File: src/rtl/mult_div_unit.sv
// -----------------------------------------------------------------------------
// mult_div_unit
//   Iterative multiplier / divider that feeds the HI/LO registers of a
//   multicycle MIPS datapath. One operation at a time: the control FSM pulses
//   start_mult or start_div for one cycle, waits for done, then copies hi/lo.
//
//   Multiply : shift-add on operand magnitudes, one multiplier bit per cycle.
//   Divide   : restoring division on magnitudes, one quotient bit per cycle.
//   Signs are applied once, in the FIN cycle, so the iteration is unsigned.
//
// Parameters
//   WIDTH   operand width (4..64); hi and lo are WIDTH bits each
//   SIGNED  1 = two's-complement MULT/DIV, 0 = unsigned MULTU/DIVU
//
// Ports
//   clock       rising-edge clock
//   reset       asynchronous, active-high; returns every register to 0
//   start_mult  one-cycle multiply request (wins if start_div is also high)
//   start_div   one-cycle divide request
//   a, b        operands, sampled only when a start is accepted in IDLE
//   hi, lo      mult: {hi,lo} = product; div: hi = remainder, lo = quotient
//   busy        high while the iteration (MULT or DIV) is running
//   done        one-cycle pulse once hi/lo hold the final result
//   div_zero    raised with done for a zero divisor; cleared by the next start
// -----------------------------------------------------------------------------
module mult_div_unit #(
  parameter int WIDTH  = 32,
  parameter bit SIGNED = 1'b1
) (
  input  logic             clock,
  input  logic             reset,
  input  logic             start_mult,
  input  logic             start_div,
  input  logic [WIDTH-1:0] a,
  input  logic [WIDTH-1:0] b,
  output logic [WIDTH-1:0] hi,
  output logic [WIDTH-1:0] lo,
  output logic             busy,
  output logic             done,
  output logic             div_zero
);

  localparam int CNT_W = $clog2(WIDTH) + 1;
  localparam logic [CNT_W-1:0] CNT_LAST = CNT_W'(WIDTH - 1);

  typedef enum logic [1:0] {
    S_IDLE = 2'd0,
    S_MULT = 2'd1,
    S_DIV  = 2'd2,
    S_FIN  = 2'd3
  } state_t;

  // Which result the FIN cycle has to publish.
  typedef enum logic [1:0] {
    OP_MULT = 2'd0,
    OP_DIV  = 2'd1,
    OP_DZ   = 2'd2
  } op_t;

  state_t           state_q, state_d;
  op_t              op_q, op_d;
  logic [CNT_W-1:0] cnt_q, cnt_d;
  logic [WIDTH-1:0] opnd_q, opnd_d;      // |multiplicand| or |divisor|
  logic [WIDTH-1:0] acc_hi_q, acc_hi_d;  // running upper product half / remainder
  logic [WIDTH-1:0] acc_lo_q, acc_lo_d;  // multiplier bits / dividend-then-quotient
  logic             neg_lo_q, neg_lo_d;  // product or quotient must be negated
  logic             neg_hi_q, neg_hi_d;  // remainder must be negated
  logic [WIDTH-1:0] hi_q, hi_d;
  logic [WIDTH-1:0] lo_q, lo_d;
  logic             busy_q, busy_d;
  logic             done_q, done_d;
  logic             dz_q, dz_d;

  // Magnitude of an operand. The most negative value maps onto itself, which
  // read as unsigned is exactly its magnitude, so MIN needs no special case.
  function automatic logic [WIDTH-1:0] mag(input logic [WIDTH-1:0] x);
    return (SIGNED && x[WIDTH-1]) ? -x : x;
  endfunction

  // One shift-add step: add the multiplicand when the current multiplier bit
  // is set, then shift the {acc_hi, acc_lo} pair right by one. The carry of
  // the add becomes the new top bit of acc_hi.
  logic [WIDTH-1:0] mul_addend;
  logic [WIDTH:0]   mul_sum;
  assign mul_addend = acc_lo_q[0] ? opnd_q : '0;
  assign mul_sum    = {1'b0, acc_hi_q} + {1'b0, mul_addend};

  // One restoring-division step: bring the next dividend bit into the partial
  // remainder and try to subtract the divisor. A set top bit of the trial
  // difference means it went negative, so the old shifted remainder is kept.
  logic [WIDTH:0] div_shift;
  logic [WIDTH:0] div_trial;
  assign div_shift = {acc_hi_q, acc_lo_q[WIDTH-1]};
  assign div_trial = div_shift - {1'b0, opnd_q};

  // Full-width product with the sign applied as one 2*WIDTH-bit negation.
  logic [2*WIDTH-1:0] prod_mag;
  logic [2*WIDTH-1:0] prod_fix;
  assign prod_mag = {acc_hi_q, acc_lo_q};
  assign prod_fix = neg_lo_q ? -prod_mag : prod_mag;

  // NOTE: every variable written in this block is assigned a default first, so
  // no path through the case statements can leave one unassigned (no latches).
  always_comb begin
    state_d  = state_q;
    op_d     = op_q;
    cnt_d    = cnt_q;
    opnd_d   = opnd_q;
    acc_hi_d = acc_hi_q;
    acc_lo_d = acc_lo_q;
    neg_lo_d = neg_lo_q;
    neg_hi_d = neg_hi_q;
    hi_d     = hi_q;
    lo_d     = lo_q;
    busy_d   = busy_q;
    done_d   = 1'b0;
    dz_d     = dz_q;

    unique case (state_q)
      S_IDLE: begin
        if (start_mult || start_div) begin
          // Common latching for every accepted request; the zero-divisor path
          // loads these too but never publishes them.
          dz_d     = 1'b0;
          cnt_d    = '0;
          acc_hi_d = '0;
          acc_lo_d = mag(a);
          opnd_d   = mag(b);
          neg_lo_d = SIGNED && (a[WIDTH-1] ^ b[WIDTH-1]);
          neg_hi_d = SIGNED && a[WIDTH-1];
          if (start_mult) begin
            op_d    = OP_MULT;
            state_d = S_MULT;
            busy_d  = 1'b1;
          end else if (b == '0) begin
            op_d    = OP_DZ;
            state_d = S_FIN;
          end else begin
            op_d    = OP_DIV;
            state_d = S_DIV;
            busy_d  = 1'b1;
          end
        end
      end

      S_MULT: begin
        acc_hi_d = mul_sum[WIDTH:1];
        acc_lo_d = {mul_sum[0], acc_lo_q[WIDTH-1:1]};
        cnt_d    = cnt_q + CNT_W'(1);
        if (cnt_q == CNT_LAST) state_d = S_FIN;
      end

      S_DIV: begin
        if (!div_trial[WIDTH]) begin
          acc_hi_d = div_trial[WIDTH-1:0];
          acc_lo_d = {acc_lo_q[WIDTH-2:0], 1'b1};
        end else begin
          acc_hi_d = div_shift[WIDTH-1:0];
          acc_lo_d = {acc_lo_q[WIDTH-2:0], 1'b0};
        end
        cnt_d = cnt_q + CNT_W'(1);
        if (cnt_q == CNT_LAST) state_d = S_FIN;
      end

      S_FIN: begin
        state_d = S_IDLE;
        busy_d  = 1'b0;
        done_d  = 1'b1;
        unique case (op_q)
          OP_MULT: {hi_d, lo_d} = prod_fix;
          OP_DIV: begin
            // Quotient truncates toward zero; remainder follows the dividend.
            lo_d = neg_lo_q ? -acc_lo_q : acc_lo_q;
            hi_d = neg_hi_q ? -acc_hi_q : acc_hi_q;
          end
          default: dz_d = 1'b1;  // zero divisor: hi/lo keep their old values
        endcase
      end

      default: state_d = S_IDLE;
    endcase
  end

  // NOTE: state registers use non-blocking assignments so every register
  // samples the pre-edge values, independent of statement order.
  always_ff @(posedge clock or posedge reset) begin
    if (reset) begin
      state_q  <= S_IDLE;
      op_q     <= OP_MULT;
      cnt_q    <= '0;
      opnd_q   <= '0;
      acc_hi_q <= '0;
      acc_lo_q <= '0;
      neg_lo_q <= 1'b0;
      neg_hi_q <= 1'b0;
      hi_q     <= '0;
      lo_q     <= '0;
      busy_q   <= 1'b0;
      done_q   <= 1'b0;
      dz_q     <= 1'b0;
    end else begin
      state_q  <= state_d;
      op_q     <= op_d;
      cnt_q    <= cnt_d;
      opnd_q   <= opnd_d;
      acc_hi_q <= acc_hi_d;
      acc_lo_q <= acc_lo_d;
      neg_lo_q <= neg_lo_d;
      neg_hi_q <= neg_hi_d;
      hi_q     <= hi_d;
      lo_q     <= lo_d;
      busy_q   <= busy_d;
      done_q   <= done_d;
      dz_q     <= dz_d;
    end
  end

  assign hi       = hi_q;
  assign lo       = lo_q;
  assign busy     = busy_q;
  assign done     = done_q;
  assign div_zero = dz_q;

endmodule

File: config.mk
export PLATFORM = sky130hd
export DESIGN_NAME = mult_div_unit
export DESIGN_NICKNAME = d
export VERILOG_FILES = /design/src/rtl/mult_div_unit.sv
export SDC_FILE = /design/constraint.sdc
export NUM_CORES = 1
export LEC_CHECK = 0
export ABC_CLOCK_PERIOD_IN_PS = 7600
export CAP_MARGIN = 40
export CORE_UTILIZATION = 25
export DETAILED_ROUTE_END_ITERATION = 12
export MAX_ROUTING_LAYER = met4
export PLACE_DENSITY = 0.41
export SLEW_MARGIN = 10
export SYNTH_ARGS = -nofsm -noshare
export SYNTH_HDL_FRONTEND = slang
export SYNTH_SLANG_ARGS = --single-unit
File: constraint.sdc
create_clock -name clock -period 7.6 [get_ports clock]
set_input_delay 1.52 -clock clock [delete_from_list [all_inputs] [get_ports clock]]
set_output_delay 1.52 -clock clock [all_outputs]
set_load 0.02 [all_outputs]
Word-level counts from Yosys, hierarchy flattened
Index checks and enable logic that the tools add are counted.
Cells by class
  add/sub/neg operators: 8
  equal/unequal tests: 9
  muxes and demuxes: 31
  bitwise logic cells: 1
  reductions and logical operators: 17
Operators by type and width (number)
  32-bit two-way mux: 8
  32-bit one-hot mux with 3 select lines: 2
  32-bit negator: 4
  32-bit one-hot mux with 2 select lines: 2
  64-bit two-way mux: 1
  64-bit negator: 1
  32-bit by 32-bit adder with 33-bit output: 1
  33-bit by 32-bit subtractor with 33-bit output: 1
  32-bit logical NOT: 1
  6-bit one-hot mux with 2 select lines: 1
  2-bit two-way mux: 5
  2-bit AND reduction: 5
  1-bit two-way mux: 8
  6-bit by 1-bit adder with 6-bit output, second input constant: 1
  6-bit by 5-bit equality test with 1-bit output, second input constant: 1
  6-bit two-way mux: 1
  2-bit one-hot mux with 3 select lines: 1
  3-bit AND reduction: 2
  2-bit nonzero test: 3
  2-bit by 1-bit equality test with 1-bit output, second input constant: 2
  2-bit equality test, second input constant: 2
  2-bit logical NOT: 2
  2-bit inequality test, second input constant: 2
  1-bit one-hot mux with 2 select lines: 2
  other kinds (6): 7
Word-level totals
  flip-flop bits (word level): 175
  input bits: 68
  output and inout bits: 67
  word-level logic and storage cells: 79

Logic depth before layout (Yosys ltp)
  word-level depth: 5
  mapped depth: 14
  depth with buffers taken out: 13

Least setup slack after synthesis
No wires, ideal clock.
  path type: input to register
  start point: in a[6]
  end point: reg acc_lo_q[27]
  setup time: 0.119 ns
  arrival time: 3.797 ns
  data required time: 7.481 ns
  path slack: 3.685 ns
  cell stages on the path: 9
  buffers on the path: 0
  path through: or4_4 > or4_4 > nand2b_4 > nand2b_4 > or4_4 > o41ai_2 > xnor2_1 > o21ai_1 > nand2_1
On the way
  cells in the longest elaborated chain, start to end: 4
RTL lines
  from (decl): line 34  | input logic [WIDTH-1:0] a,
  32-bit negator: line 77  | return (SIGNED && x[WIDTH-1]) ? -x : x;
  32-bit two-way mux: line 77
  32-bit two-way mux: line 121  | if (start_mult || start_div) begin
  32-bit one-hot mux with 3 select lines: line 119  | unique case (state_q)
  to (signal assigned): line 207  | acc_lo_q <= acc_lo_d;
  to (decl): line 65  | logic [WIDTH-1:0] acc_lo_q, acc_lo_d;
Every way passes these cells. The select of a mux whose other input is x is not followed.
A chain may end at the register's enable or synchronous reset.

Worst setup path in the final report
  start point: in b[6]
  end point: reg opnd_q[29]
On the way
  cells in the longest elaborated chain, start to end: 2
RTL lines
  from (decl): line 35  | input logic [WIDTH-1:0] b,
  32-bit negator: line 77
  32-bit two-way mux: line 77
  to (signal assigned): line 205  | opnd_q <= opnd_d;
  to (decl): line 63  | logic [WIDTH-1:0] opnd_q, opnd_d;
Every way passes these cells.

==> run summary <==
- completed — run status
- 4 — Max H-tree Level
- sky130_fd_sc_hd__dfrtp_1 — area leader, netlist
- 1679 — Cells after Synth
- 0 — count of final setup violators
- 4213 ps — final critical path time including I/O delays and setup
- 2 — number of buffers between clock root and the deepest sink
- 45.04 mm — total wire length after detailed routing
- 134 — count of buffers from port buffering
- yes — clock tree from TritonCTS
- 11.63k — vias in the first global route
- 70 ps — register clock-pin slew on the reported worst setup and hold paths
- 12.34k — Vias
- 0.5543 — Final Cycle Share
- 1026 — first-iteration detailed-routing DRC count
- 0 — Post-synth EDFFs
- 0.3217 — portion of the post-synthesis area used by sequential elements
- 135 — I/O Pins
- in2reg — type of the worst setup path
- 19.19 ps — clock tree skew after final layout
- 0 — Resize count post-CTS
- 80 — Distinct cells, synth
- sky130_fd_sc_hd__dfrtp_1 32%, sky130_fd_sc_hd__o21ai_0 8.8%, sky130_fd_sc_hd__nand2_1 7.0% — Synth area leaders
- 0.04350 — fraction of layout cells with a size suffix above 1
- 1823 — net count after synthesis
- 0.2953 mV — peak ir drop on the vdd network
- 473.3 mW/mm² — Power per Cell Area
- 80 — maximum number of pins on one net before global-route repair
- 475.7 ps — worst slack on hold paths
- 235.3 µm — die width
- 0 — initial antenna violation count
- 0 — antenna diode count
- 0 — Final Slew Violations
- 921.5 ps — Least-Margin Pin Slew
- 19.55% — area growth from synthesis to layout
- 175 — total of flip-flops plus latches after synthesis
- sky130_fd_sc_hd__nand2_1 — most common cell after layout, fill and taps aside
- 5 — largest driver fanout on the critical path
- primary input — Critical Path Source Type
- 5786 — total of fill cells in the finished design
- 237.4 MHz — fmax
- 0 — number of synthesis warnings
- 175 — total number of clock tree sinks
- 0 — maximum capacitance violations
- reg2reg — Tightest Hold Check Type
- 5 — Detailed Routing Iterations Pass 1
- 70.55 mm — wire length of the first global-routing pass
- 235.3 µm — chip height
- 18.26 µm — final routed wire length divided by cell count
- 85 — num rows
- 0.05381 mm² — Core Region
- sky130_fd_sc_hd__clkbuf_16 — clock root cell
- 6.902 nW — static leakage
- 0 — count of buffers added by post-CTS timing repair for setup
- flip-flop — crit path capture type
- 0 — final count of hold timing violations
- false — RSZ-0062 raised after global routing
- 480 ps — clock latency reported for the late side of the worst-skew pair
- 0.3856 — Max transition margin
- 1901 — count of nets after finishing
- 0 ps — TNS Setup
- 7930 ps — data required time of the worst path
- 5.005 — routed vias/inst
- 8.107 µm² — synthesized area divided by synthesized cell count
- 0.01627 mm² — final instance area
- 0.2529 — starting density of the core
- 0 — final global-route overflow total
- 17 — clock buffers created by TritonCTS
- 0.01361 mm² — Syn Std Cell Area
- 1.000 — ys async rst share
- 0.05538 mm² — die area
- 0.01568 mm² — placement-stage cell area
- 0 — hold-fix buffer count after cts
- 0.3217 — share of the synthesized area in the top cell type
- 34.92 mm — total half-perimeter wirelength after legalization and detailed placement
- 0.8745 — placer congestion estimate
- 4540 ps — Critical Path AT
- 0.1679 — global-route usage over all layers
- 0 — remaining number of nets flagged by the antenna check after routing
- sky130_fd_sc_hd__dfrtp_1 — commonest register cell after synthesis
- 253 x sky130_fd_sc_hd__nand2_1, 238 x sky130_fd_sc_hd__o21ai_0, 175 x sky130_fd_sc_hd__dfrtp_1, 134 x sky130_fd_sc_hd__clkdlybuf4s50_1, 92 x sky130_fd_sc_hd__xor2_1 — most frequent cells in the layout
- 0 — DR DRC count
-- kinds of logic (layout without fill, tap and decap cells) --
family	count (synthesis)	count (layout)	share of synthesized area
adder cells (fa/ha/maj)	76	76	0.07096
multiplexers	22	22	0.01627
AO/OA/AOI/OAI	562	562	0.2574
AND/OR/NAND/NOR	509	509	0.1744
XOR/XNOR	180	180	0.1158
flip-flops	175	175	0.3217
buffers and inverters	155	246	0.04348
-- registers in the layout, indices dropped and copies added, names as in the netlist --
| register | count |
|---|---|
| lo | 32 |
| cnt_q | 6 |
| hi | 32 |
| acc_lo_q | 32 |
| op_q | 2 |
| opnd_q | 32 |
| div_zero | 1 |
| neg_hi_q | 1 |
| acc_hi_q | 32 |
| neg_lo_q | 1 |
| busy | 1 |
| done | 1 |
| state_q | 2 |
-- worst max-delay path: stages --
cell,delay (ps)
sky130_fd_sc_hd__clkdlybuf4s50_1,480
sky130_fd_sc_hd__or4_1,630
sky130_fd_sc_hd__nor4_2,270
sky130_fd_sc_hd__nand2b_1,160
sky130_fd_sc_hd__or3b_2,500
sky130_fd_sc_hd__nand2b_1,200
sky130_fd_sc_hd__nand2b_1,220
sky130_fd_sc_hd__o31ai_1,310
sky130_fd_sc_hd__xor2_1,160
sky130_fd_sc_hd__o21ai_0,80
-- final timing paths --
| check | startpoint | endpoint | slack (ps) | cells past startpoint |
|---|---|---|---|---|
| worst max register to register | acc_lo_q[0]$_DFFE_PP0P_ | acc_hi_q[25]$_DFFE_PP0P_ | 3560 | 13 |
| min in group asynchronous | reset | acc_lo_q[7]$_DFFE_PP0P_ | 1310 | 2 |
| worst min register to register | hi[14]$_DFFE_PP0P_ | hi[14]$_DFFE_PP0P_ | 480 | 2 |
| worst max-delay path | b[6] | opnd_q[29]$_DFFE_PP0P_ | 3390 | 10 |
| max in group asynchronous | reset | acc_hi_q[28]$_DFFE_PP0P_ | 4990 | 4 |
| worst min-delay path | hi[14]$_DFFE_PP0P_ | hi[14]$_DFFE_PP0P_ | 480 | 2 |
-- cell type report --
class / count / area [µm²] / area share
repair buffers: 151 / 1513 / 0.09296
multi-input cells: 1349 / 8673 / 0.5330
inverters: 63 / 241.5 / 0.01484
flip-flops and latches: 175 / 4379 / 0.2691
clock inverters: 14 / 166.4 / 0.01023
well taps: 696 / 870.8 / 0.05351
clock buffers: 18 / 429.2 / 0.02637
-- report_power, final --
group / internal [mW] / total (mW) / switching [mW]
Clock: 0.469 / 0.922 / 0.453
Combinational: 1.88 / 4.93 / 3.06
Sequential: 1.35 / 1.85 / 0.498
-- metal layers --
metal  GRT usage  up-vias  wire length [µm]
li1            -     6170                 -
met5           -        -                 0
met2      0.2313      295             18260
met4     0.04872        0               762
met1      0.2535     5841             24270
met3     0.01864       36              1739
-- metrics by stage --
stage | power [mW] | cells | setup slack [ps] | utilization
after global routing | 8.406 | 2466 | 3164 | 0.3024
final | 7.702 | 2466 | 3387 | 0.3024
after global placement | 6.760 | 2430 | 2919 | 0.2900
after detailed placement | 6.793 | 2434 | 2883 | 0.2913
after CTS | 7.748 | 2466 | 3395 | 0.3024
after floorplan | 5.180 | 1679 | 1335 | -
-- cell usage after synthesis, types with 8 or more instances --
cell type / n
sky130_fd_sc_hd__nor2b_1: 13
sky130_fd_sc_hd__or3_1: 11
sky130_fd_sc_hd__and3_1: 8
sky130_fd_sc_hd__ha_1: 74
sky130_fd_sc_hd__o41ai_1: 14
sky130_fd_sc_hd__a31oi_1: 12
sky130_fd_sc_hd__a21o_1: 32
sky130_fd_sc_hd__o21ai_0: 238
sky130_fd_sc_hd__dfrtp_1: 175
sky130_fd_sc_hd__clkbuf_1: 83
sky130_fd_sc_hd__o221ai_1: 11
sky130_fd_sc_hd__nand2_1: 254
sky130_fd_sc_hd__nand3_1: 19
sky130_fd_sc_hd__inv_1: 63
sky130_fd_sc_hd__nand4_1: 12
sky130_fd_sc_hd__mux2i_1: 21
sky130_fd_sc_hd__a21oi_1: 80
sky130_fd_sc_hd__o31ai_1: 29
sky130_fd_sc_hd__xnor2_1: 88
sky130_fd_sc_hd__o211ai_1: 12
sky130_fd_sc_hd__nand2b_1: 18
sky130_fd_sc_hd__o21bai_1: 9
sky130_fd_sc_hd__nor3_1: 29
sky130_fd_sc_hd__o21a_1: 11
sky130_fd_sc_hd__xor2_1: 92
sky130_fd_sc_hd__o21ai_1: 15
sky130_fd_sc_hd__a22oi_1: 43
sky130_fd_sc_hd__nor4_1: 16
sky130_fd_sc_hd__nor2_1: 89
Power figures use the tool's default switching activity.
